===== src/rtl/card_pkg.sv =====
// Shared types and constants for the card shoe: rank encoding, FSM states
// and the small rank arithmetic helpers used by the scan logic.
package card_pkg;

  typedef logic [3:0] card_t;

  localparam card_t CARD_NONE = 4'd0;
  localparam card_t CARD_ACE  = 4'd1;
  localparam card_t CARD_KING = 4'd13;
  localparam int    NUM_RANKS = 13;
  localparam int    SUITS     = 4;

  typedef enum logic {
    ST_IDLE = 1'b0,
    ST_SCAN = 1'b1
  } state_t;

  // Map a random nibble 0..15 onto a starting rank 1..13 (values 13..15 fold to 1..3).
  function automatic card_t start_rank(input logic [3:0] l);
    return (l < 4'd13) ? (l + 4'd1) : (l - 4'd12);
  endfunction

  // Scan order is ace..king and then back round to ace.
  function automatic card_t next_rank(input card_t r);
    return (r == CARD_KING) ? CARD_ACE : (r + 4'd1);
  endfunction

endpackage


===== src/rtl/card_lfsr.sv =====
// Free-running 16-bit Fibonacci LFSR (taps 16,14,13,11) used as the shoe's
// randomness source. It never stalls, so the draw depends on request timing.
module card_lfsr #(
  parameter logic [15:0] SEED = 16'hACE1
) (
  input  logic        slow_clock,
  input  logic        resetb,
  output logic [15:0] state
);

  // An all-zero LFSR would lock up, so a zero seed is replaced by 1.
  localparam logic [15:0] SEED_EFF = (SEED == 16'h0000) ? 16'h0001 : SEED;

  logic [15:0] state_q;
  logic [15:0] state_d;
  logic        feedback;

  // Shift left, feeding the XOR of the tap bits into bit 0.
  always_comb begin
    feedback = state_q[15] ^ state_q[13] ^ state_q[12] ^ state_q[10];
    state_d  = {state_q[14:0], feedback};
  end

  // Advance every cycle; only reset reloads the seed.
  always_ff @(posedge slow_clock) begin
    if (!resetb) state_q <= SEED_EFF;
    else         state_q <= state_d;
  end

  assign state = state_q;

endmodule


===== src/rtl/card_shoe.sv =====
// Card shoe: tracks how many cards of each rank remain and deals one card per
// request. A random start rank is chosen from the LFSR, then ranks are scanned
// one per cycle until a non-exhausted rank is found (at most 13 checks).
module card_shoe
  import card_pkg::*;
#(
  parameter int          NUM_DECKS = 1,
  parameter logic [15:0] SEED      = 16'hACE1
) (
  input  logic                              slow_clock,
  input  logic                              resetb,
  input  logic                              deal_req,
  input  logic                              shuffle,
  output logic [3:0]                        new_card,
  output logic                              card_valid,
  output logic                              busy,
  output logic [$clog2(52*NUM_DECKS+1)-1:0] cards_left,
  output logic                              empty,
  output logic                              err_empty
);

  localparam int CW = $clog2(SUITS*NUM_DECKS+1);
  localparam int LW = $clog2(NUM_RANKS*SUITS*NUM_DECKS+1);

  localparam logic [CW-1:0] RANK_FULL = CW'(SUITS*NUM_DECKS);
  localparam logic [CW-1:0] CNT_ONE   = CW'(1);
  localparam logic [LW-1:0] LEFT_FULL = LW'(NUM_RANKS*SUITS*NUM_DECKS);
  localparam logic [LW-1:0] LEFT_ONE  = LW'(1);

  state_t          state_q, state_d;
  card_t           rank_q, rank_d;
  card_t           new_card_q, new_card_d;
  logic            card_valid_q, card_valid_d;
  logic            err_empty_q, err_empty_d;
  logic [LW-1:0]   left_q, left_d;
  logic [CW-1:0]   count_q [NUM_RANKS];
  logic [CW-1:0]   count_d [NUM_RANKS];

  logic [15:0]     lfsr_state;
  logic            unused_lfsr_bits;
  logic [15:0]     rank_nonzero;
  logic [3:0]      rank_idx;
  logic            hit;
  logic            shoe_empty;

  card_lfsr #(.SEED(SEED)) u_lfsr (
    .slow_clock (slow_clock),
    .resetb     (resetb),
    .state      (lfsr_state)
  );

  // Only the low nibble picks the start rank; the rest just feeds the sequence.
  assign unused_lfsr_bits = ^lfsr_state[15:4];

  // One "still has cards" flag per rank, padded to 16 so any 4-bit index is safe.
  for (genvar gi = 0; gi < 16; gi++) begin : g_nonzero
    if (gi < NUM_RANKS) begin : g_rank
      assign rank_nonzero[gi] = (count_q[gi] != '0);
    end else begin : g_pad
      assign rank_nonzero[gi] = 1'b0;
    end
  end

  assign rank_idx   = rank_q - 4'd1;
  assign hit        = rank_nonzero[rank_idx];
  assign shoe_empty = (left_q == '0);

  // Next-state logic: shuffle always forces IDLE; a scan ends on the first hit.
  always_comb begin
    state_d = state_q;
    if (shuffle) begin
      state_d = ST_IDLE;
    end else begin
      case (state_q)
        ST_IDLE: if (deal_req && !shoe_empty) state_d = ST_SCAN;
        ST_SCAN: if (hit)                     state_d = ST_IDLE;
        default:                              state_d = ST_IDLE;
      endcase
    end
  end

  // Datapath: counter reloads, scan stepping, card capture and error pulse.
  always_comb begin
    rank_d       = rank_q;
    new_card_d   = new_card_q;
    card_valid_d = 1'b0;
    err_empty_d  = 1'b0;
    left_d       = left_q;
    count_d      = count_q;
    if (shuffle) begin
      for (int i = 0; i < NUM_RANKS; i++) count_d[i] = RANK_FULL;
      left_d = LEFT_FULL;
    end else if (state_q == ST_IDLE) begin
      if (deal_req) begin
        if (shoe_empty) err_empty_d = 1'b1;
        else            rank_d      = start_rank(lfsr_state[3:0]);
      end
    end else begin
      if (hit) begin
        for (int i = 0; i < NUM_RANKS; i++) begin
          if (4'(i) == rank_idx) count_d[i] = count_q[i] - CNT_ONE;
        end
        left_d       = left_q - LEFT_ONE;
        new_card_d   = rank_q;
        card_valid_d = 1'b1;
      end else begin
        rank_d = next_rank(rank_q);
      end
    end
  end

  // State and datapath registers; reset overrides shuffle and any deal in flight.
  always_ff @(posedge slow_clock) begin
    if (!resetb) begin
      state_q      <= ST_IDLE;
      rank_q       <= CARD_ACE;
      new_card_q   <= CARD_NONE;
      card_valid_q <= 1'b0;
      err_empty_q  <= 1'b0;
      left_q       <= LEFT_FULL;
      for (int i = 0; i < NUM_RANKS; i++) count_q[i] <= RANK_FULL;
    end else begin
      state_q      <= state_d;
      rank_q       <= rank_d;
      new_card_q   <= new_card_d;
      card_valid_q <= card_valid_d;
      err_empty_q  <= err_empty_d;
      left_q       <= left_d;
      for (int i = 0; i < NUM_RANKS; i++) count_q[i] <= count_d[i];
    end
  end

  // Outputs: busy comes straight from the state, empty straight from the count.
  always_comb begin
    busy       = (state_q == ST_SCAN);
    new_card   = new_card_q;
    card_valid = card_valid_q;
    err_empty  = err_empty_q;
    cards_left = left_q;
    empty      = shoe_empty;
  end

endmodule


===== config.mk =====
export PLATFORM = sky130hd
export DESIGN_NAME = card_shoe
export DESIGN_NICKNAME = d
export VERILOG_FILES = /design/src/rtl/card_pkg.sv /design/src/rtl/card_lfsr.sv /design/src/rtl/card_shoe.sv
export SDC_FILE = /design/constraint.sdc
export NUM_CORES = 1
export LEC_CHECK = 0
export BUFFER_PORTS_ARGS = -buffer_cell sky130_fd_sc_hd__buf_2
export CAP_MARGIN = 10
export CORE_UTILIZATION = 50
export CTS_BUF_LIST = sky130_fd_sc_hd__clkbuf_16
export DETAILED_ROUTE_END_ITERATION = 10
export PLACE_DENSITY = 0.67
export SYNTH_ARGS = -nofsm -noshare
export SYNTH_HDL_FRONTEND = slang
export SYNTH_HIERARCHICAL = 1
export SYNTH_SLANG_ARGS = --single-unit

===== constraint.sdc =====
create_clock -name slow_clock -period 6 [get_ports slow_clock]
set_input_delay 1.8 -clock slow_clock [delete_from_list [all_inputs] [get_ports slow_clock]]
set_output_delay 1.8 -clock slow_clock [all_outputs]
set_load 0.02 [all_outputs]

==> flow_summary.toml, run 1 <==
[power]
power_leakage_nw = 1.56
ir_worst_vdd_mv = 0.175
power_density_mw_per_mm2 = 347

[timing]
setup_viol_count_final = 0
fin_worst_skew_ns = 0.00347
slew_headroom_pct = 41.5
worst_slew_pin_slew_ns = 0.853
timing.fmax_mhz = 297
period_needed_ns = 3.37
setup_ws_ns = 2.63
rsz0062_at_grt = "false"
report.final.slew_viol_count = 0
finalCritPeriodShare_pct = 56.2
finalSetupTns_ns = 0
hold_viol = 0

[run_status]
status = "completed"

[worst_setup_path]
cp_top_family = "compound AO/OA/AOI/OAI gates"
crit_path_max_incr_delay_ns = 0.74
cp-end-kind = "flip-flop"
critical_path.max_fanout = 18
path_buf_inv = 1
crit_required_ns = 6.27
worstSetupPathType = "reg2reg"
arrival_ns = 3.64
cp_cell_sequence = "inv_1 -> ha_1 -> xor2_2 -> nor3b_1 -> o32a_2 -> a32o_1 -> nor2_4 -> mux2i_1"
crit_path_top_delay_cell = "dfxtp_1"
start_kind = "flip-flop"

[cts]
postCtsSetupBuffers = 0
path_clk_slew_ns = 0.06
cts_sinks = 72
numCtsBuffers = 9
cts_tree = "done"
cts_max_path_buffers = 2
insertion_delay_ns = 0.34
cts-resized-gates = 0
htree_levels = 3
cts-root-buf = "clkbuf_16"
cts-hold-fix-buffers = 0

[logic_synthesis]
syn_area_sq_mm = 0.00387
synth_cells = 407
synth.most_common_cell = "dfxtp_1"
synth_edf_count = 0
synth.top_cell.area_share_pct = 37.3
synthTopCellsByCount = "dfxtp_1 (72), ha_1 (38), nor2_1 (37)"
avgSynthCellArea_sq_um = 9.50
synthTopCellsByArea = "dfxtp_1 (37%), ha_1 (12%), xnor2_1 (3.6%)"
yosysSeqAreaShare_pct = 37.3
yosysTopAreaCell = "dfxtp_1"
syn_nets = 449
synth.distinct_cells = 60
async_flop_share_pct = 0
yosys_warnings = 6
ys.flop_type = "dfxtp_1"
synth_seq_cells = 72

[min_path]
worstHoldPathType = "reg2reg"

[cells_and_area]
area_growth_pct = 11.5
drive_gt1_share_pct = 13.8
diodes = 0
final_util_pct = 58.5
layout.nets = 464

[flow_run]
drv_cap = 0

[detailed_routing]
wl_per_cell_microns = 13.6
drcViolationCount = 0
ant_nets = 0
drt-initial-drc-count = 110
routed.top_layer = "met4"
wl_met1_microns = 3520
routed_wl_microns = 7170
met3_length_microns = 194
vias = 2747
vias_per_cell = 5.22
first_pass_iters = 5
wl_met2_microns = 3330

[floorplanning]
die_area_sq_mm = 0.00809
core_area_sq_mm = 0.00737
start_util_pct = 52.5
rows = 31
die_y_microns = 89.9
ios = 18
die_w_microns = 89.9

[global_route]
grt_max_degree = 31
grt_pass1_vias = 2687
grt_pass1_wl_microns = 12600
grt_antenna_before_repair = 0
grt_overflow_total = 0
grt.total_usage_pct = 19.5

[placement]
dpl_worst_slack_ns = 2.52
routabilityCongestion = 0.767
port-buffer-count = 17
hpwl_microns = 5030
layer usage:
metal | global-route usage (%) | vias to the layer above
met5 | 0 | -
li1 | - | 1417
met2 | 31.8 | 33
met1 | 24.8 | 1286
met3 | 4.15 | 11
met4 | 8.87 | 0
cell usage in the layout, fill, tap and decap left out, types with 2 or more instances in the layout:
cell / instances
mux2i_1: 7
xnor2_2: 2
nand3_1: 16
buf_2: 17
nor3_1: 6
o22ai_1: 2
a221oi_1: 2
clkinv_2: 2
o211ai_1: 2
clkbuf_16: 9
bufinv_16: 2
buf_4: 2
nor2_1: 37
xnor2_1: 16
nor3b_1: 2
nand2b_1: 12
o21ai_0: 5
ha_1: 38
a211oi_1: 17
dfxtp_1: 72
a21oi_1: 7
a311oi_1: 4
xor2_1: 8
inv_1: 36
and2_1: 17
nor2b_1: 5
nand3b_1: 4
a21oi_4: 8
a31oi_1: 10
nand2_1: 27
flip-flops by register name, indices dropped and copies added, names as in the netlist:
signal	flops
count_q	39
u_lfsr/state	16
cards_left	6
new_card	4
rank_q	4
busy	1
card_valid	1
err_empty	1
final cells by class:
cell class                 instances  area, sq um
fill                             678         3060
multi-input combinational        284         2190
sequential                        72         1440
clock buffer                       9          225
inverter                          36          135
tap                               99          124
timing repair buffer              19          100
clock inverter                     7         95.1
kinds of logic after synthesis:
kind of cell    after synthesis  synth area share, %
simple gates                139                 19.2
compound gates               72                 16.3
flops                        72                 37.3
buf+inv                      51                 6.08
fa+ha+maj                    38                 12.3
xor+xnor                     27                 6.70
mux                           8                 2.10
through the flow:
stage	instances	area, sq um	total power [mW]	hold WS, ns
global route	526	4310	1.57	0.412
global placement	510	3990	0.919	0.392
CTS	526	4310	1.51	0.410
floorplan	407	3870	0.881	0.386
detailed placement	510	3990	0.927	0.403
finish	526	4310	1.50	0.415
power breakdown:
part | leakage (nW) | internal, mW | switching, mW
clock | 0.156 | 0.364 | 0.213
sequential | 0.586 | 0.504 | 0.0415
combinational | 0.820 | 0.126 | 0.247
worst paths after layout:
check / depth (start not counted) / slack (ns) / to / start
max: 8 / 2.63 / new_card[3] / rank_q[0]
max reg2reg: 8 / 2.63 / new_card[3] / rank_q[0]
min: 1 / 0.42 / u_lfsr/state[15] / u_lfsr/state[14]
min reg2reg: 1 / 0.42 / u_lfsr/state[15] / u_lfsr/state[14]
No activity file was read; power rests on OpenSTA's default activity.
==> run 2, diff against run 1 <==
--- a/config.mk
+++ b/config.mk
@@ -5,12 +5,13 @@
 export SDC_FILE = /design/constraint.sdc
 export NUM_CORES = 1
 export LEC_CHECK = 0
+export ABC_AREA = 1
 export BUFFER_PORTS_ARGS = -buffer_cell sky130_fd_sc_hd__buf_2
 export CAP_MARGIN = 10
 export CORE_UTILIZATION = 50
 export CTS_BUF_LIST = sky130_fd_sc_hd__clkbuf_16
 export DETAILED_ROUTE_END_ITERATION = 10
-export PLACE_DENSITY = 0.67
+export PLACE_DENSITY = 0.69
 export SYNTH_ARGS = -nofsm -noshare
 export SYNTH_HDL_FRONTEND = slang
 export SYNTH_HIERARCHICAL = 1
==> constraint.sdc (replaced) <==
create_clock -name slow_clock -period 2.9 [get_ports slow_clock]
set_input_delay 0.87 -clock slow_clock [delete_from_list [all_inputs] [get_ports slow_clock]]
set_output_delay 0.87 -clock slow_clock [all_outputs]
set_load 0.02 [all_outputs]
==> run 2 against run 1 <==
- area after synthesis is 5.9% higher
- critical endpoint is now count_q[3]
- final cell count is 33% higher
- synthesized cell count is 43% higher
- largest cell class unchanged
- maximum frequency is 30% higher
- critical path type unchanged
- via count is 25% higher
- wire length is 8.9% higher
==> flow_summary.toml, run 2 <==
[detailed_routing]
vias_per_cell = 4.90
first_pass_iters = 4
ant_nets = 0
routed_wl_microns = 7810
drcViolationCount = 0
vias = 3440
wl_per_cell_microns = 11.1
drt-initial-drc-count = 149

[placement]
placed_cells = 686
hpwl_microns = 5380
port-buffer-count = 17
routabilityCongestion = 0.920
postPlaceCellArea_sq_mm = 0.00420
dpl_worst_slack_ns = 0.338

[cells_and_area]
area_growth_pct = 10.8
drive_gt1_share_pct = 9.17
regMostFlops = "count_q"
final_common_cell = "nand2_1"
final_util_pct = 58.1
fin_area_sq_mm = 0.00453
diodes = 0
final_cells = 702
largest_register_ffs = 39
layout.nets = 637
mostFrequentLayoutCells = "nand2_1 (136), inv_1 (79), nor2_1 (76)"

[power]
ir_worst_vdd_mv = 0.280
power_mw = 2.57
power_density_mw_per_mm2 = 568
power_leakage_nw = 2.10

[flow_run]
drv_cap = 0

[logic_synthesis]
synthTopCellsByArea = "dfxtp_1 (35%), nand2_1 (12%), ha_1 (12%)"
synth.distinct_cells = 28
synth_edf_count = 0
avgSynthCellArea_sq_um = 7.04
syn_nets = 623
synth.most_common_cell = "nand2_1"
yosysTopAreaCell = "dfxtp_1"
ys.flop_type = "dfxtp_1"
yosys_warnings = 6
synthTopCellsByCount = "nand2_1 (136), inv_1 (79), nor2_1 (77)"
syn_area_sq_mm = 0.00409
yosysSeqAreaShare_pct = 35.2
async_flop_share_pct = 0
synth_seq_cells = 72
synth.top_cell.area_share_pct = 35.2
synth_cells = 581

[min_path]
holdPathStages = 2
worstHoldPathType = "reg2reg"
hold_start = "u_lfsr/state[14]"
min_to = "u_lfsr/state[15]"

[cts]
numCtsBuffers = 9
htree_levels = 3
cts-hold-fix-buffers = 0
cts-root-buf = "clkbuf_16"
cts_sinks = 72
cts_max_path_buffers = 2
postCtsSetupBuffers = 0
cts-resized-gates = 0
insertion_delay_ns = 0.33
path_clk_slew_ns = 0.06
cts_tree = "done"

[worst_setup_path]
start_kind = "flip-flop"
critical_path.max_fanout = 45
arrival_ns = 2.82
crit_required_ns = 3.12
reg2reg_from = "rank_q[1]"
cp-end-kind = "flip-flop"
crit_path_max_incr_delay_ns = 0.50
crit_path_top_delay_cell = "dfxtp_1"
crit_top_cell = "nand2_1"
regToRegEndpoint = "count_q[3]"
r2r_setup_slack_ns = 0.30
cp_cell_sequence = "inv_1 -> ha_1 -> nand2_2 -> nor2_1 -> nor2_1 -> nand2_1 -> nand2_1 -> nand2_1 -> nor2_4 -> buf_12 -> nand3_1 -> nand2_1 -> nor2_1"
reg2reg_depth = 13
worstSetupPathType = "reg2reg"

[floorplanning]
start_util_pct = 52.4
die_y_microns = 92.5
rows = 32
die_area_sq_mm = 0.00855
core_area_sq_mm = 0.00781
die_w_microns = 92.5
ios = 18

[global_route]
grt_antenna_before_repair = 0
grt.total_usage_pct = 20.0
grt_overflow_total = 0
grt_max_degree = 46
grt_pass1_vias = 3199
grt_pass1_wl_microns = 13800

[run_status]
status = "completed"

[timing]
finalSetupTns_ns = 0
fin_worst_skew_ns = 0.00776
setup_viol_count_final = 0
timing.fmax_mhz = 385
finalCritPeriodShare_pct = 89.6
report.final.slew_viol_count = 0
setup_ws_ns = 0.300
hold_slack_ns = 0.396
worst_slew_pin_slew_ns = 0.657
period_needed_ns = 2.60
hold_viol = 0
slew_headroom_pct = 55.9
rsz0062_at_grt = "false"
[run 2: changes by cell type after synthesis, sizes merged, moves of 13 or more]
cell,previous run,this run
and2,17,0
a21oi,16,32
nand2b,13,0
xnor2,18,1
nor2,38,80
nand3,16,76
nand2,27,145
inv,36,84
a211oi,18,0
[run 2: per-layer routing]
| metal | vias up | wire [microns] | GRT usage [%] | share of wire, % |
|---|---|---|---|---|
| met5 | - | 0 | 0 | 0 |
| met4 | 0 | 72 | 5.21 | 0.92 |
| met3 | 7 | 239 | 4.68 | 3.1 |
| met2 | 51 | 3630 | 34.6 | 47 |
| met1 | 1544 | 3860 | 24.7 | 49 |
| li1 | 1838 | - | - | - |
[run 2: power by group]
part	switching, mW	total [mW]	internal, mW	leakage (nW)
registers	0.0262	1.04	1.02	0.587
logic	0.197	0.286	0.0893	1.35
clock network	0.412	1.24	0.832	0.161
total	0.635	2.57	1.94	2.10
[run 2: critical path, delay by kind of cell, from the launching register on]
kind,cells,cell delay [ns]
DFF,1,0.50
and+or+nand+nor,10,1.16
adders and majority gates,1,0.38
buffers and inverters,2,0.44
[run 2: cell families after synthesis]
logic type / synth area share, %
and+or+nand+nor: 32.1
buffers and inverters: 11.9
DFF: 35.2
AOI/OAI and AO/OA: 5.56
adders and majority gates: 11.6
xor gates and xnor gates: 3.64
[run 2: cell type report]
cell class | instances | area, sq um
Multi-Input combinational cell | 406 | 2170
Sequential cell | 72 | 1440
Clock buffer | 9 | 225
Timing Repair Buffer | 22 | 148
Fill cell | 722 | 3270
Clock inverter | 7 | 110
Inverter | 84 | 315
Tap cell | 102 | 128
[run 2: how the worst max path moves through the flow]
stage / endpoint / startpoint / slack (ns) / cells past startpoint
after floorplan: count_q[2] / rank_q[1] / 0.84 / 14
after global placement: count_q[20] / rank_q[1] / 0.48 / 13
after detailed placement: count_q[5] / rank_q[1] / 0.34 / 13
after CTS: count_q[3] / rank_q[1] / 0.29 / 13
after global routing: count_q[17] / rank_q[1] / 0.02 / 13
final: count_q[3] / rank_q[1] / 0.30 / 13
